--- config.mk ---
export PLATFORM = sky130hd
export DESIGN_NAME = lsu_mem_ctrl_flat
export DESIGN_NICKNAME = d
export VERILOG_FILES = /design/src/rtl/lsu_mem_ctrl_if.sv /design/src/rtl/lsu_mem_ctrl.sv /design/src/flat_wrapper.sv
export SDC_FILE = /design/constraint.sdc
export NUM_CORES = 1
export LEC_CHECK = 0
export CAP_MARGIN = 20
export CELL_PAD_IN_SITES_DETAIL_PLACEMENT = 0
export CELL_PAD_IN_SITES_GLOBAL_PLACEMENT = 1
export CORE_MARGIN = 2
export CORE_UTILIZATION = 50
export DETAILED_ROUTE_END_ITERATION = 16
export DONT_BUFFER_PORTS = 1
export PLACE_DENSITY_LB_ADDON = 0.1
export SLEW_MARGIN = 20
export SYNTH_ARGS = -nofsm -noshare
export SYNTH_HDL_FRONTEND = slang
export SYNTH_SLANG_ARGS = --single-unit
--- constraint.sdc ---
create_clock -name clk -period 4.2 [get_ports clk]
set_clock_uncertainty 0.05 [all_clocks]
set_input_delay 0.42 -clock clk [delete_from_list [all_inputs] [get_ports clk]]
set_output_delay 0.42 -clock clk [all_outputs]
set_load 0.02 [all_outputs]
--- src/rtl/lsu_mem_ctrl_if.sv ---
// Request/response channel between MEM stage and LSU,
// and the word-wide data memory bus.
interface lsu_req_if #(
  parameter int ADDR_WIDTH = 32,
  parameter int DATA_WIDTH = 32
);
  logic                  req_valid;
  logic                  req_ready;
  logic                  req_we;
  logic [ADDR_WIDTH-1:0] req_addr;
  logic [DATA_WIDTH-1:0] req_wdata;
  logic [1:0]            req_size;
  logic                  req_sign;
  logic                  resp_valid;
  logic                  resp_ready;
  logic [DATA_WIDTH-1:0] resp_rdata;
  logic                  resp_err;

  modport master (
    output req_valid, req_we, req_addr,
    output req_wdata, req_size, req_sign,
    output resp_ready,
    input  req_ready, resp_valid,
    input  resp_rdata, resp_err
  );

  modport slave (
    input  req_valid, req_we, req_addr,
    input  req_wdata, req_size, req_sign,
    input  resp_ready,
    output req_ready, resp_valid,
    output resp_rdata, resp_err
  );
endinterface

interface lsu_mem_if #(
  parameter int ADDR_WIDTH = 32,
  parameter int DATA_WIDTH = 32
);
  logic                  mem_we;
  logic [ADDR_WIDTH-1:0] mem_addr;
  logic [DATA_WIDTH-1:0] mem_wdata;
  logic [1:0]            mem_size;
  logic                  mem_sign;
  logic [DATA_WIDTH-1:0] mem_rdata;

  modport master (
    output mem_we, mem_addr, mem_wdata,
    output mem_size, mem_sign,
    input  mem_rdata
  );

  modport slave (
    input  mem_we, mem_addr, mem_wdata,
    input  mem_size, mem_sign,
    output mem_rdata
  );
endinterface

--- src/rtl/lsu_mem_ctrl.sv ---
// Load/store controller: one request at a time,
// word-granular memory, read-modify-write sub-word stores.
module lsu_mem_ctrl #(
  parameter int ADDR_WIDTH = 32,
  parameter int DATA_WIDTH = 32,
  parameter int MEM_BYTES  = 4096
) (
  input  logic      clk,
  input  logic      rst,
  lsu_req_if.slave  req,
  lsu_mem_if.master mem
);

  typedef enum logic [2:0] {
    IDLE, LOAD, READ, WRITE, RESP
  } state_e;

  state_e                state_q, state_d;
  logic [1:0]            off_q, off_d;
  logic [1:0]            size_q, size_d;
  logic                  sign_q, sign_d;
  logic [15:0]           wdata_q, wdata_d;
  logic                  mem_we_q, mem_we_d;
  logic [ADDR_WIDTH-1:0] mem_addr_q, mem_addr_d;
  logic [DATA_WIDTH-1:0] mem_wdata_q, mem_wdata_d;
  logic                  resp_valid_q, resp_valid_d;
  logic [DATA_WIDTH-1:0] resp_rdata_q, resp_rdata_d;
  logic                  resp_err_q, resp_err_d;

  logic                  req_err;
  logic [7:0]            lane_b;
  logic [15:0]           lane_h;
  logic [DATA_WIDTH-1:0] load_ext;
  logic [DATA_WIDTH-1:0] merged;

  assign req.req_ready  = (state_q == IDLE) && !rst;
  assign req.resp_valid = resp_valid_q;
  assign req.resp_rdata = resp_rdata_q;
  assign req.resp_err   = resp_err_q;
  assign mem.mem_we     = mem_we_q;
  assign mem.mem_addr   = mem_addr_q;
  assign mem.mem_wdata  = mem_wdata_q;
  assign mem.mem_size   = 2'b10;
  assign mem.mem_sign   = 1'b0;

  // Range check treats every access as a full aligned word
  always_comb begin
    req_err = (req.req_size == 2'b11)
      || (req.req_size == 2'b01 && req.req_addr[0])
      || (req.req_size == 2'b10 && req.req_addr[1:0] != 2'b00)
      || (req.req_addr > ADDR_WIDTH'(MEM_BYTES - 4));
  end

  always_comb begin
    lane_b = mem.mem_rdata[{off_q, 3'b000} +: 8];
    lane_h = off_q[1] ? mem.mem_rdata[31:16]
                      : mem.mem_rdata[15:0];
    case (size_q)
      2'b00:   load_ext = {{24{sign_q & lane_b[7]}}, lane_b};
      2'b01:   load_ext = {{16{sign_q & lane_h[15]}}, lane_h};
      default: load_ext = mem.mem_rdata;
    endcase
  end

  always_comb begin
    merged = mem.mem_rdata;
    if (size_q == 2'b00)
      merged[{off_q, 3'b000} +: 8] = wdata_q[7:0];
    else
      merged[{off_q[1], 4'b0000} +: 16] = wdata_q;
  end

  always_comb begin
    state_d      = state_q;
    off_d        = off_q;
    size_d       = size_q;
    sign_d       = sign_q;
    wdata_d      = wdata_q;
    mem_we_d     = 1'b0;
    mem_addr_d   = mem_addr_q;
    mem_wdata_d  = mem_wdata_q;
    resp_valid_d = resp_valid_q;
    resp_rdata_d = resp_rdata_q;
    resp_err_d   = resp_err_q;
    unique case (state_q)
      IDLE: begin
        if (req.req_valid) begin
          off_d        = req.req_addr[1:0];
          size_d       = req.req_size;
          sign_d       = req.req_sign;
          wdata_d      = req.req_wdata[15:0];
          mem_addr_d   = {req.req_addr[ADDR_WIDTH-1:2], 2'b00};
          resp_rdata_d = '0;
          resp_err_d   = 1'b0;
          if (req_err) begin
            state_d      = RESP;
            resp_valid_d = 1'b1;
            resp_err_d   = 1'b1;
          end else if (!req.req_we) begin
            state_d = LOAD;
          end else if (req.req_size == 2'b10) begin
            state_d     = WRITE;
            mem_we_d    = 1'b1;
            mem_wdata_d = req.req_wdata;
          end else begin
            state_d = READ;
          end
        end
      end
      LOAD: begin
        resp_rdata_d = load_ext;
        resp_valid_d = 1'b1;
        state_d      = RESP;
      end
      READ: begin
        mem_wdata_d = merged;
        mem_we_d    = 1'b1;
        state_d     = WRITE;
      end
      WRITE: begin
        resp_valid_d = 1'b1;
        state_d      = RESP;
      end
      RESP: begin
        if (req.resp_ready) begin
          resp_valid_d = 1'b0;
          resp_rdata_d = '0;
          resp_err_d   = 1'b0;
          state_d      = IDLE;
        end
      end
      default: state_d = IDLE;
    endcase
  end

  always_ff @(posedge clk or posedge rst) begin
    if (rst) begin
      state_q      <= IDLE;
      off_q        <= '0;
      size_q       <= '0;
      sign_q       <= 1'b0;
      wdata_q      <= '0;
      mem_we_q     <= 1'b0;
      mem_addr_q   <= '0;
      mem_wdata_q  <= '0;
      resp_valid_q <= 1'b0;
      resp_rdata_q <= '0;
      resp_err_q   <= 1'b0;
    end else begin
      state_q      <= state_d;
      off_q        <= off_d;
      size_q       <= size_d;
      sign_q       <= sign_d;
      wdata_q      <= wdata_d;
      mem_we_q     <= mem_we_d;
      mem_addr_q   <= mem_addr_d;
      mem_wdata_q  <= mem_wdata_d;
      resp_valid_q <= resp_valid_d;
      resp_rdata_q <= resp_rdata_d;
      resp_err_q   <= resp_err_d;
    end
  end

endmodule

--- src/flat_wrapper.sv ---
// flat-port wrapper written by rule: the top's interface ports become plain ports
module lsu_mem_ctrl_flat 
#(
  parameter int ADDR_WIDTH = 32,
  parameter int DATA_WIDTH = 32,
  parameter int MEM_BYTES  = 4096
)
  (clk, rst, req_req_valid, req_req_we, req_req_addr, req_req_wdata, req_req_size, req_req_sign, req_resp_ready, req_req_ready, req_resp_valid, req_resp_rdata, req_resp_err, mem_mem_we, mem_mem_addr, mem_mem_wdata, mem_mem_size, mem_mem_sign, mem_mem_rdata);
  lsu_req_if #(.ADDR_WIDTH(ADDR_WIDTH), .DATA_WIDTH(DATA_WIDTH)) req_i ();
  lsu_mem_if #(.ADDR_WIDTH(ADDR_WIDTH), .DATA_WIDTH(DATA_WIDTH)) mem_i ();
  input  logic clk;
  input  logic rst;
  input wire logic [$bits(req_i.req_valid)-1:0] req_req_valid;
  input wire logic [$bits(req_i.req_we)-1:0] req_req_we;
  input wire logic [$bits(req_i.req_addr)-1:0] req_req_addr;
  input wire logic [$bits(req_i.req_wdata)-1:0] req_req_wdata;
  input wire logic [$bits(req_i.req_size)-1:0] req_req_size;
  input wire logic [$bits(req_i.req_sign)-1:0] req_req_sign;
  input wire logic [$bits(req_i.resp_ready)-1:0] req_resp_ready;
  output wire logic [$bits(req_i.req_ready)-1:0] req_req_ready;
  output wire logic [$bits(req_i.resp_valid)-1:0] req_resp_valid;
  output wire logic [$bits(req_i.resp_rdata)-1:0] req_resp_rdata;
  output wire logic [$bits(req_i.resp_err)-1:0] req_resp_err;
  output wire logic [$bits(mem_i.mem_we)-1:0] mem_mem_we;
  output wire logic [$bits(mem_i.mem_addr)-1:0] mem_mem_addr;
  output wire logic [$bits(mem_i.mem_wdata)-1:0] mem_mem_wdata;
  output wire logic [$bits(mem_i.mem_size)-1:0] mem_mem_size;
  output wire logic [$bits(mem_i.mem_sign)-1:0] mem_mem_sign;
  input wire logic [$bits(mem_i.mem_rdata)-1:0] mem_mem_rdata;
  assign req_i.req_valid = req_req_valid;
  assign req_i.req_we = req_req_we;
  assign req_i.req_addr = req_req_addr;
  assign req_i.req_wdata = req_req_wdata;
  assign req_i.req_size = req_req_size;
  assign req_i.req_sign = req_req_sign;
  assign req_i.resp_ready = req_resp_ready;
  assign req_req_ready = req_i.req_ready;
  assign req_resp_valid = req_i.resp_valid;
  assign req_resp_rdata = req_i.resp_rdata;
  assign req_resp_err = req_i.resp_err;
  assign mem_mem_we = mem_i.mem_we;
  assign mem_mem_addr = mem_i.mem_addr;
  assign mem_mem_wdata = mem_i.mem_wdata;
  assign mem_mem_size = mem_i.mem_size;
  assign mem_mem_sign = mem_i.mem_sign;
  assign mem_i.mem_rdata = mem_mem_rdata;
  lsu_mem_ctrl #(.ADDR_WIDTH(ADDR_WIDTH), .DATA_WIDTH(DATA_WIDTH), .MEM_BYTES(MEM_BYTES)) u_core (.clk(clk), .rst(rst), .req(req_i), .mem(mem_i));
endmodule
==> results.ini <==
[power_and_ir_drop]
p_leak_uw = 0.00326
ir_worst_vdd_mv = 0.294
power_per_cell_area_mw_per_mm2 = 494

[floorplan]
dieWidth_um = 120
ios = 207
placementRows = 42
initial_core_util = 0.509
die_h_um = 120
core_mm2 = 0.0131
dieArea_mm2 = 0.0143

[placed_design]
placed_cell_area_mm2 = 0.00676
dp.cells = 712
io_buffers = 0
gp_congestion = 0.792
hpwlAfterDp_um = 13500

[grt]
gr-total-overflow = 0
grt_pass1_wl_um = 29000
track_usage = 0.268
grt_max_degree = 65
antenna_found_initial = 0
grt_pass1_vias = 4947

[status]
status = completed

[timing]
finalHoldViolCount = 0
min_period_ns = 2.85
rsz0062_at_grt = false
setup_viol = 0
fin_crit_sh = 0.678
slew_violations = 0
setup_tns_ns = 0
max_freq_mhz = 351
worst_slew_pin_slew_ns = 1.12
slew_headroom = 0.249

[detailed_routing]
met3_length_um = 1590
drt-total-wl_um = 18900
drc = 0
wl_per_cell_um = 25.3
routed-wl-met2_um = 9040
vias_per_cell = 6.52
firstDrtPassIters = 5
drtIter0Drc = 333
postRouteAntennaNets = 0
highest_layer = met4
m1WireLength_um = 7700
via_count = 4852

[critical_path]
arrival_ns = 3.16
path_cells = inv_1 -> ha_1 -> clkinv_1 -> nor4b_2 -> a221o_1 -> a22o_1 -> mux2_4
slowest_stage = nor4b_2
start_kind = flip-flop
cp_max_fo = 14
r2r_start = u_core.off_q[0]
critPathKind = flip-flop to flip-flop
r2r_slack_ns = 1.35
crit_path_end_kind = flip-flop
cp_data_required_time_ns = 4.51
worstSetupStartpoint = u_core.off_q[0]
max_stage_delay_ns = 0.91

[worst_hold_path]
hold_start = req_resp_ready
min_path_type = primary input to flip-flop

[yosys]
ys_ff_latch = 121
seq_area_frac_synth = 0.453
netlist_area_mm2 = 0.00669
async_flop_share = 1.00
synth_area_per_cell_um2 = 11.7
synthCells = 571
synth_enable_flop_cells = 0
ys_types = 45
dominantRegCellSynth = dfrtp_1
yosysWarningCount = 0

[clocking]
post_cts_buffers = 0
clock_path_buffers = 2
cts_made_buffers = 17
postCtsResizedCells = 0
cts_tree = built
path_clk_slew_ns = 0.06
htree_levels = 4
clock-sinks = 121
cts_hold_buf = 1
clk_latency_ns = 0.42
root_buffer = clkbuf_16

[final_layout]
fin_cells = 744
fin_area_mm2 = 0.00737
syn_to_final_growth_pct = 10.1
n_antenna_cell = 0
fill_cells = 1130
nets = 665
drive_above_1_share = 0.250

[job]
maxCapViolations = 0

## flip-flops by register name (all words and copies together) (netlist names)
name and flops:
u_core.mem.mem_we 1, u_core.req.resp_rdata 32, u_core.req.resp_valid 1, u_core.size_q 2, u_core.state_q 3, u_core.mem.mem_addr 30
u_core.req.resp_err 1, u_core.mem.mem_wdata 32, u_core.off_q 2, u_core.sign_q 1, u_core.wdata_q 16
## critical path, delay by kind of cell, from the launching register on
kind                       cells  cell delay [ns]
DFF                            1             0.56
and+or+nand+nor                1             0.91
AOI/OAI and AO/OA              2             0.40
muxes                          1             0.13
buffers and inverters          2             0.55
adders and majority gates      1             0.18
## routing by layer
| metal | track usage | vias to the layer above |
|---|---|---|
| met5 | 0 | - |
| met4 | 0.110 | 0 |
| met3 | 0.0737 | 35 |
| met2 | 0.432 | 221 |
| met1 | 0.340 | 2454 |
| li1 | - | 2142 |
## cell usage after synthesis (all sizes together) (3+ instances only)
| library cell | count | area share |
|---|---|---|
| nor3 | 9 | 0.0082 |
| nand2b | 30 | 0.028 |
| a31oi | 4 | 0.0037 |
| nand2 | 31 | 0.017 |
| buf | 25 | 0.023 |
| a22o | 52 | 0.068 |
| mux2i | 36 | 0.054 |
| nand4 | 3 | 0.0028 |
| clkbuf | 21 | 0.012 |
| nor4 | 6 | 0.0065 |
| nor2 | 11 | 0.0065 |
| or2 | 3 | 0.0028 |
| o221ai | 3 | 0.0039 |
| o21ai | 12 | 0.0090 |
| ha | 5 | 0.0094 |
| a32o | 8 | 0.012 |
| inv | 8 | 0.0045 |
| a22oi | 4 | 0.0045 |
| dfrtp | 121 | 0.45 |
| a32oi | 5 | 0.0094 |
| mux2 | 91 | 0.17 |
| a221o | 32 | 0.048 |
| a21oi | 35 | 0.026 |
## placed cells by master, fill, tap and decap left out, types with 3 or more instances in the layout
| cell | n |
|---|---|
| a21oi_1 | 35 |
| a221o_1 | 32 |
| a22o_1 | 52 |
| a22oi_1 | 4 |
| a31oi_1 | 4 |
| a32o_1 | 8 |
| a32oi_1 | 4 |
| buf_4 | 8 |
| clkbuf_16 | 17 |
| clkbuf_8 | 3 |
| clkinv_2 | 3 |
| clkinvlp_4 | 4 |
| conb_1 | 5 |
| dfrtp_1 | 120 |
| ha_1 | 5 |
| inv_1 | 7 |
| mux2_2 | 62 |
| mux2_4 | 29 |
| mux2i_1 | 36 |
| nand2_1 | 30 |
| nand2b_1 | 30 |
| nand4_1 | 3 |
| nor2_1 | 10 |
| nor3_1 | 6 |
| nor3_2 | 3 |
| nor4_1 | 5 |
| o21ai_0 | 11 |
| o221ai_1 | 3 |
## cell type report
cell class	count	area, um2	area share
Clock buffer	20	467	0.0633
Clock inverter	11	123	0.0166
Inverter	10	40.0	0.00543
Multi-Input combinational cell	397	3420	0.464
Sequential cell	121	3030	0.411
Tap cell	176	220	0.0299
Timing Repair Buffer	9	70.1	0.00951
## final timing paths
| kind | depth (start not counted) | end |
|---|---|---|
| hold / removal | 1 | u_core.state_q[2] |
| hold reg to reg | 1 | u_core.wdata_q[8] |
| max in group asynchronous | 3 | u_core.mem.mem_wdata[24] |
| min in group asynchronous | 2 | u_core.req.resp_rdata[31] |
| setup reg to reg | 7 | u_core.mem.mem_wdata[7] |
| setup / recovery | 7 | u_core.mem.mem_wdata[7] |
## per-stage QoR
stage / hold WS [ns] / setup slack (ns) / util / power [uW]
2_1_floorplan: 0.452 / 0.516 / - / 2050
3_3_place_gp: 0.420 / 1.38 / 0.515 / 2180
3_5_place_dp: 0.423 / 1.26 / 0.515 / 2200
4_1_cts: 0.0322 / 1.24 / 0.560 / 3660
5_1_grt: 0.0475 / 1.17 / 0.561 / 3800
6_report: 0.0449 / 1.35 / 0.561 / 3640
## power breakdown
part / internal [uW] / leakage (uW) / switching, uW
Sequential: 1280 / 0.00157 / 227
Clock: 913 / 0.000280 / 528
Combinational: 302 / 0.00142 / 386
## logic make-up after synthesis
family | share of synthesized area
AO/OA/AOI/OAI | 0.192
adder cells (fa/ha/maj) | 0.00935
buffers and inverters | 0.0404
flip-flops | 0.453
multiplexers | 0.223
other | 0.00112
AND/OR/NAND/NOR | 0.0815
(Power assumes the default switching activity.)
